--- config.mk ---
export PLATFORM = sky130hd
export DESIGN_NAME = window_conv5x5
export DESIGN_NICKNAME = d
export VERILOG_FILES = /design/src/rtl/window_conv5x5.sv
export SDC_FILE = /design/constraint.sdc
export NUM_CORES = 2
export LEC_CHECK = 0
export BUFFER_PORTS_ARGS = -buffer_cell sky130_fd_sc_hd__buf_2
export CORE_MARGIN = 1.5
export CORE_UTILIZATION = 30
export CTS_CLUSTER_SIZE = 8
export DETAILED_ROUTE_END_ITERATION = 6
export HOLD_SLACK_MARGIN = 0.02
export SYNTH_ARGS = -nofsm -noshare
export SYNTH_HDL_FRONTEND = slang
export SYNTH_SLANG_ARGS = --single-unit
export TNS_END_PERCENT = 100
--- constraint.sdc ---
create_clock -name clk -period 4.6 [get_ports clk]
set_input_delay 0 -clock clk [delete_from_list [all_inputs] [get_ports clk]]
set_output_delay 0 -clock clk [all_outputs]
set_load 0.02 [all_outputs]
--- src/rtl/window_conv5x5.sv ---
// window_conv5x5: 5x5 signed-coefficient convolution over unsigned 8-bit windows, result at edge N+4.
// Optional macro CONV_BORDER_ZERO_EN forces outputs of windows with x<4 or y<4 to zero.
module window_conv5x5 #(
  parameter int IMG_WIDTH  = 1280,
  parameter int IMG_HEIGHT = 720,
  parameter int SHIFT      = 4
) (
  input  logic         clk,
  input  logic         rst,
  input  logic [199:0] window_in,
  input  logic         window_valid,
  input  logic         coef_wr_en,
  input  logic [4:0]   coef_addr,
  input  logic [7:0]   coef_data,
  output logic [7:0]   pixel_out,
  output logic         pixel_out_valid,
  output logic         line_end,
  output logic         frame_end
);

  localparam logic signed [7:0]  COEF_ONE = 8'(32'sd1 <<< SHIFT);
  localparam logic signed [21:0] RND_BIAS = 22'(32'sd1 <<< (SHIFT - 1));
  localparam logic [10:0]        X_LAST   = 11'(IMG_WIDTH - 1);
  localparam logic [10:0]        Y_LAST   = 11'(IMG_HEIGHT - 1);

  function automatic logic signed [16:0] mul_px(input logic [7:0] px, input logic signed [7:0] c);
    logic signed [16:0] a;
    logic signed [16:0] b;
    a = $signed({9'd0, px});
    b = $signed({{9{c[7]}}, c});
    return a * b;
  endfunction

  function automatic logic [7:0] sat_u8(input logic signed [21:0] v);
    logic [7:0] r;
    if (v < 22'sd0) begin
      r = 8'd0;
    end else if (v > 22'sd255) begin
      r = 8'd255;
    end else begin
      r = v[7:0];
    end
    return r;
  endfunction

  logic signed [7:0]  coef_r [25];
  logic [10:0]        x_r;
  logic [10:0]        y_r;
  logic [3:0]         vld_r;
  logic [3:0]         eol_r;
  logic [3:0]         eof_r;
  logic signed [16:0] prod_r [25];
  logic signed [19:0] row_s [5];
  logic signed [19:0] row_r [5];
  logic signed [21:0] total_s;
  logic signed [21:0] total_r;
  logic signed [21:0] shifted_r;
  logic               zero_s;

  // Coefficient bank; the multiply stage samples the pre-write value on a write edge
  always_ff @(posedge clk) begin
    if (rst) begin
      for (int k = 0; k < 25; k++) begin
        coef_r[k] <= (k == 12) ? COEF_ONE : 8'sd0;
      end
    end else if (coef_wr_en && (coef_addr <= 5'd24)) begin
      coef_r[coef_addr] <= coef_data;
    end
  end

  // Image position of the next accepted window
  always_ff @(posedge clk) begin
    if (rst) begin
      x_r <= 11'd0;
      y_r <= 11'd0;
    end else if (window_valid) begin
      if (x_r == X_LAST) begin
        x_r <= 11'd0;
        y_r <= (y_r == Y_LAST) ? 11'd0 : y_r + 11'd1;
      end else begin
        x_r <= x_r + 11'd1;
      end
    end
  end

  // Valid and end-of-line/frame tags travel alongside the data
  always_ff @(posedge clk) begin
    if (rst) begin
      vld_r <= 4'd0;
      eol_r <= 4'd0;
      eof_r <= 4'd0;
    end else begin
      vld_r <= {vld_r[2:0], window_valid};
      eol_r <= {eol_r[2:0], (x_r == X_LAST)};
      eof_r <= {eof_r[2:0], (x_r == X_LAST) && (y_r == Y_LAST)};
    end
  end

  // Adder trees for the row-sum and total stages
  always_comb begin
    total_s = 22'sd0;
    for (int r = 0; r < 5; r++) begin
      row_s[r] = 20'sd0;
      for (int c = 0; c < 5; c++) begin
        row_s[r] = row_s[r] + $signed({{3{prod_r[5*r+c][16]}}, prod_r[5*r+c]});
      end
      total_s = total_s + $signed({{2{row_r[r][19]}}, row_r[r]});
    end
  end

  // Datapath stages: multiply, row sums, total, round-and-shift
  always_ff @(posedge clk) begin
    for (int k = 0; k < 25; k++) begin
      prod_r[k] <= mul_px(window_in[8*k +: 8], coef_r[k]);
    end
    for (int r = 0; r < 5; r++) begin
      row_r[r] <= row_s[r];
    end
    total_r   <= total_s;
    shifted_r <= (total_r + RND_BIAS) >>> SHIFT;
  end

`ifdef CONV_BORDER_ZERO_EN
  logic [3:0] bdr_r;

  // Tag windows whose 5x5 footprint reaches outside the image
  always_ff @(posedge clk) begin
    if (rst) begin
      bdr_r <= 4'd0;
    end else begin
      bdr_r <= {bdr_r[2:0], (x_r < 11'd4) || (y_r < 11'd4)};
    end
  end

  assign zero_s = bdr_r[3];
`else
  assign zero_s = 1'b0;
`endif

  // Saturating output register; pixel holds across bubbles
  always_ff @(posedge clk) begin
    if (rst) begin
      pixel_out       <= 8'd0;
      pixel_out_valid <= 1'b0;
      line_end        <= 1'b0;
      frame_end       <= 1'b0;
    end else begin
      pixel_out_valid <= vld_r[3];
      line_end        <= vld_r[3] & eol_r[3];
      frame_end       <= vld_r[3] & eof_r[3];
      if (vld_r[3]) begin
        pixel_out <= zero_s ? 8'd0 : sat_u8(shifted_r);
      end
    end
  end

endmodule

# --- Word-level counts from Yosys, hierarchy flattened ---
# Memory sizes are Yosys's and may differ from the RTL's.
# Cells that the tools add are included.
word_totals:
  register_bits: 85
  latchBits: 0
  mem_bits_rw: 725
  romBits: 0
  in_bits: 217
  output_inout_bits: 11
  word_cells: 89
  n_memories: 3
classes:
  addsub: 27
  n_mul: 25
  n_div: 0
  n_lt_le_gt_ge: 3
  n_eq_ne: 2
  shift: 0
  muxes: 12
  bitwise: 2
  n_reduce_logical: 4
memory_table:
  columns: ["name", "depth", "word_bits", "read_ports", "rd_clocked_by_memory_dff", "wr", "line_no", "source"]
  rows:
  - ["prod_r", 25, 17, 25, 0, 25, "52", "logic signed [16:0] prod_r [25];"]
  - ["coef_r", 25, 8, 25, 0, 25, "46", "logic signed [7:0] coef_r [25];"]
  - ["row_r", 5, 20, 5, 0, 5, "54", "logic signed [19:0] row_r [5];"]
ops:
  columns: ["operator", "count"]
  rows:
  - ["multiplier 9 x 8 -> 17 bit", 25]
  - ["adder 19 x 17 -> 20 bit", 5]
  - ["adder 20 x 17 -> 20 bit", 5]
  - ["adder 18 x 17 -> 19 bit", 5]
  - ["adder 17 x 17 -> 18 bit", 5]
  - ["adder 22 x 20 -> 22 bit", 2]
  - ["2-to-1 mux 8 bit", 3]
  - ["adder 11 x 1 -> 11 bit (second input constant)", 2]
  - ["adder 21 x 20 -> 22 bit", 1]
  - ["adder 22 x 5 -> 22 bit (second input constant)", 1]
  - ["2-to-1 mux 11 bit", 2]
  - ["adder 20 x 20 -> 21 bit", 1]
  - ["> comparator 18 x 9 -> 1 bit (second input constant)", 1]
  - ["< comparator 18 x 1 -> 1 bit (second input constant)", 1]
  - ["equality test 11 x 10 -> 1 bit (second input constant)", 1]
  - ["equality test 11 bit (second input constant)", 1]
  - ["OR reduction 8 bit", 1]
  - ["2-to-1 mux 1 bit", 6]
  - ["less-or-equal comparator 5 bit (second input constant)", 1]
  - ["2-to-1 mux 5 bit", 1]
  - ["bitwise AND 1 bit", 2]
  - ["logical AND 1 bit", 2]
  - ["AND reduction 2 bit", 1]

# --- Logic depth before layout (Yosys ltp) ---
logic_depth:
  word_depth: 7
  mapped_depth: 20
  depth_no_buf: 20

# --- Worst setup path before layout ---
# Ideal clock, no wire load.
synth_path:
  path_kind: "register to register"
  start: "mem coef_r[5][2]"
  end: "mem prod_r[5][16] (netlist: prod_r[0][101])"
  setup_ns: 0.121
  arrival_time_ns: 4.311
  required_ns: 4.479
  setup_slack_ns: 0.168
  stages_incl_launch_ff: 18
  path_buffers: 0
  synth_period_minus_slack_ns: 4.432
  cell_sequence: "edfxtp_1 and2_1 fa_1 inv_1 fa_1 inv_1 fa_1 inv_1 fa_1 inv_1 ha_1 o21a_1 o21ai_0 nand2b_1 a31o_2 a41o_1 o41a_1 xnor2_1"
synth_lines:
  columns: ["item", "line_no"]
  rows:
  - ["start: declaration", "46"]
  - ["end: declaration", "52"]

==> summary.md <==
The flow ran to the end, and the final reports show no timing, DRC or antenna violations. In this run, CTS created clock tree buffers numbering 120. The via count of the first global-routing pass was 63,500. The first routing iteration left 3,081 violations.

The number of nets in the finished design came out at 12,700. The floorplan step set the die width to 549 microns. The proportion of register bits with asynchronous set or reset after synthesis was 0; the net count after synthesis was 12,100.

The first detailed-routing pass took 6 iterations. The core box area was 0.297 sq mm; the maximum clock path buffer count was 3. Sequential element share of the synthesized area: 0.203. The number of cells traversed by the worst register-to-register path came out at 15. The tools report the worst-case clock skew as 0.0695 ns. TritonCTS built the clock tree. Counting flops with a built-in enable in the synthesized netlist gives 200. The run gives 0.0777 ns as the post-route worst hold slack. The smallest clock period supported by the final layout is computed as 4.44 ns. The first global-routing pass estimated 356 mm of wire. The clock reaches the later pin of the worst-skew pair after 0.78 ns. For this design, the slowest cell found on the critical path is sky130_fd_sc_hd__fa_1. Derived from the worst setup path, the maximum achievable clock frequency is 225 MHz. The number of buffers and inverters on the critical path is 3. After detailed routing, the number of vias per cell comes to 4.33.

Entering global routing, the biggest net connects 30 pins. After synthesis the netlist holds a flip-flop and latch count of 807. STA classifies the critical path startpoint as a flop.

The floorplan has 200 rows. The period utilization was 0.966; the total count of hold-check failures in the final report was 0. STA classifies the critical path endpoint as a flop. Total number of vias: 61,000.

Setup repair after global routing could not meet its margin everywhere. On the worst path, the slowest cell contributes a delay of 0.53 ns. The area growth from synthesis to layout is 14.2%. For the count of pins over their slew limit, the log shows 0. The tools report the die area as 0.301 sq mm. For hold timing, the worst endpoint is prod_r[0][254]$_DFF_P_. The initial core utilization is 0.301. Post-route antenna net violation count: 0. The number of max-cap violations came out at 0. For this design the top-level I/O count stands at 228. Summed over all nets, the half-perimeter wirelength after detailed placement is 184 mm. The clock root buffer is sky130_fd_sc_hd__clkbuf_16. The cell class contributing the biggest share of worst-path delay was adder cells. The clock drives 807 sinks. The maximum fanout count along the critical path is 6. The average detailed-routed wire length per instance is 15.9 microns. The total global-route track usage is 0.153, and the Yosys warning count is 0.

The headroom to the max-slew limit is 0.346. The final layout contains routed wiring with a total length of 224 mm. The run gives 5.11 ns as the endpoint arrival time on the critical path. Data on the critical path is required at its endpoint by 5.26 ns.

The slack of the worst reg-to-reg path is 0.16 ns, and the number of stages on the worst hold path is 7. The worst register-to-register path ends at prod_r[0][67]$_DFF_P_. In the routed design, unresolved DRC markers number 0.

For the total standard cell area after synthesis, the log shows 0.0893 sq mm. The path category of the worst min-delay check was in2reg. The final estimated routing congestion in global placement was 0.844.

After clock tree synthesis, the clock-pin slew on the worst setup and hold paths is 0.06 ns. The number of setup violations in the final report is 0, and the cell count after synthesis is 9,402. The startpoint of the tightest hold check path is window_in[119]. The initial antenna violation count is 83, and the slew at the pin closest to its max-slew limit is 0.981 ns. The run gives 3 as the maximum level of the CTS H-tree. The total congestion overflow after global routing came out at 0. The critical path goes through buf_4 > and2_1 > fa_1 > fa_1 > fa_1 > inv_1 > fa_1 > inv_1 > ha_1 > o21ai_1 > nand2b_1 > a31o_2 > a41o_1 > o41a_1 > xnor2_1. The dominant cell type by count on the critical path is sky130_fd_sc_hd__fa_1. The average instance in the mapped netlist occupies 9.50 sq um.

Count of input and output buffers: 227. The floorplan step set the die height to 549 microns. The worst register-to-register path begins at coef_r[3][4]$_SDFFCE_PN0P_. The post-synthesis cell type count is 62. The fraction of layout cells with a size suffix above 1 came out at 0.0727.

The most common flop cell mapped by yosys was sky130_fd_sc_hd__dfxtp_1. The worst setup path is of the reg2reg kind.
-- state kept, by name (all words and copies together), names as in the netlist --
signal / count
prod_r: 425
coef_r: 200
row_r: 100
total_r: 19
shifted_r: 18
x_r: 11
y_r: 11
pixel_out: 8
eof_r: 4
eol_r: 4
vld_r: 4
frame_end: 1
line_end: 1
pixel_out_valid: 1
-- kinds of logic (layout without fill, tap and decap cells) --
group / after synthesis / count (layout) / synth area share
buf+inv: 2433 / 3132 / 0.102
other cells: 0 / 53 / 0
fa+ha+maj: 2448 / 2448 / 0.448
compound gates: 692 / 692 / 0.0501
simple gates: 2597 / 2597 / 0.155
flops: 807 / 807 / 0.203
xor+xnor: 416 / 416 / 0.0408
mux: 9 / 9 / 0.00101
-- timing repair --
item                                   4_1_cts  5_1_grt
setup endpoints to repair                    0       59
endpoints found under the hold margin      219        0
hold buffers                                98        0
setup buffers                                0       91
resized for setup                            0      100
-- layout make-up --
class,instances,area [sq um]
fill,30600,195000
multi-input combinational,6162,62500
sequential,807,18200
inverter,2402,9020
tap,3939,4930
timing repair buffer,542,3760
clock buffer,170,3320
clock inverter,18,243
antenna,53,133
-- metrics by stage --
stage / instances / util / instance area, sq um / worst slack [ns] / TNS, ns
after global placement: 13700 / 0.324 / 96200 / 0.111 / 0
after CTS: 13900 / 0.340 / 101000 / 0.0270 / 0
after detailed placement: 13700 / 0.324 / 96200 / 0.0567 / 0
final: 14100 / 0.344 / 102000 / 0.155 / 0
after floorplan: 9402 / - / 89300 / 0.168 / 0
after global routing: 14100 / 0.344 / 102000 / -0.0617 / -0.170
-- cells in the mapped netlist (all sizes together), types with 3 or more instances --
cell type	instances	area share
a211oi	21	0.0018
a21boi	12	0.0010
a21o	88	0.0074
a21oi	239	0.013
a221oi	3	0.00029
a31o	14	0.0014
a31oi	16	0.0013
a41o	6	0.00067
a41oi	28	0.0027
and2	1231	0.086
and3	25	0.0018
clkbuf	29	0.0012
dfxtp	607	0.14
edfxtp	200	0.067
fa	1250	0.28
ha	1198	0.17
inv	2400	0.10
mux2i	9	0.0010
nand2	525	0.022
nand2b	91	0.0064
nand3	77	0.0043
nand3b	6	0.00050
nand4	17	0.0012
nor2	391	0.016
nor2b	83	0.0058
nor3	75	0.0042
nor4	6	0.00059
o2111ai	3	0.00029
o211ai	27	0.0023
o21a	46	0.0039
o21ai	104	0.0058
o21bai	41	0.0035
o31ai	11	0.00092
o41ai	18	0.0018
or2	35	0.0025
or3	28	0.0020
xnor2	326	0.032
xor2	90	0.0088
-- routing by layer --
layer	wire length, microns	part of all wire	GRT usage	vias up
met2	105000	0.47	0.251	1014
met5	150	0.00067	0	-
li1	-	-	-	29900
met4	5640	0.025	0.0456	24
met3	10400	0.046	0.0245	276
met1	104000	0.46	0.205	29800
-- worst max-delay path by stage --
stage                                           start                     end  depth (start not counted)
final                      coef_r[3][4]$_SDFFCE_PN0P_   prod_r[0][67]$_DFF_P_                         15
after floorplan            coef_r[5][2]$_SDFFCE_PN0P_  prod_r[0][101]$_DFF_P_                         17
after detailed placement   coef_r[5][2]$_SDFFCE_PN0P_  prod_r[0][101]$_DFF_P_                         17
after global routing      coef_r[10][2]$_SDFFCE_PN0P_  prod_r[0][186]$_DFF_P_                         16
after global placement     coef_r[2][0]$_SDFFCE_PN0P_   prod_r[0][50]$_DFF_P_                         16
after CTS                  coef_r[5][2]$_SDFFCE_PN0P_  prod_r[0][101]$_DFF_P_                         17
-- worst register-to-register path: cells and delay by family (launching register included) --
kind	cells	cell delay (ns)
compound gates	4	0.93
xor+xnor	1	0.13
fa+ha+maj	5	2.30
buf+inv	3	0.27
flops	1	0.46
simple gates	2	0.24
-- cell usage in the layout (no fill, tap or decap), types with 28 or more instances in the layout --
cell type | Yosys | layout
sky130_fd_sc_hd__or2_2 | 35 | 35
sky130_fd_sc_hd__clkbuf_1 | 29 | 38
sky130_fd_sc_hd__or3_1 | 28 | 28
sky130_fd_sc_hd__nand2b_1 | 91 | 91
sky130_fd_sc_hd__o21a_1 | 46 | 46
sky130_fd_sc_hd__edfxtp_1 | 200 | 200
sky130_fd_sc_hd__nand3_1 | 77 | 77
sky130_fd_sc_hd__a21oi_1 | 238 | 233
sky130_fd_sc_hd__buf_4 | 0 | 215
sky130_fd_sc_hd__nand2_1 | 525 | 521
sky130_fd_sc_hd__nor2_1 | 391 | 385
sky130_fd_sc_hd__diode_2 | 0 | 53
sky130_fd_sc_hd__dlygate4sd3_1 | 0 | 98
sky130_fd_sc_hd__buf_2 | 0 | 226
sky130_fd_sc_hd__o21ai_0 | 104 | 89
sky130_fd_sc_hd__nor2b_1 | 83 | 80
sky130_fd_sc_hd__and2_1 | 1230 | 1228
sky130_fd_sc_hd__o21bai_1 | 40 | 40
sky130_fd_sc_hd__nor3_1 | 75 | 75
sky130_fd_sc_hd__xor2_1 | 90 | 90
sky130_fd_sc_hd__clkbuf_16 | 0 | 121
sky130_fd_sc_hd__ha_1 | 1198 | 1186
sky130_fd_sc_hd__fa_1 | 1250 | 1244
sky130_fd_sc_hd__a21o_1 | 85 | 85
sky130_fd_sc_hd__inv_1 | 2400 | 2396
sky130_fd_sc_hd__dfxtp_1 | 607 | 607
sky130_fd_sc_hd__xnor2_1 | 326 | 326
Power is not shown: default switching activity piles up to over one toggle a cycle in this logic, so the estimate is an artifact.
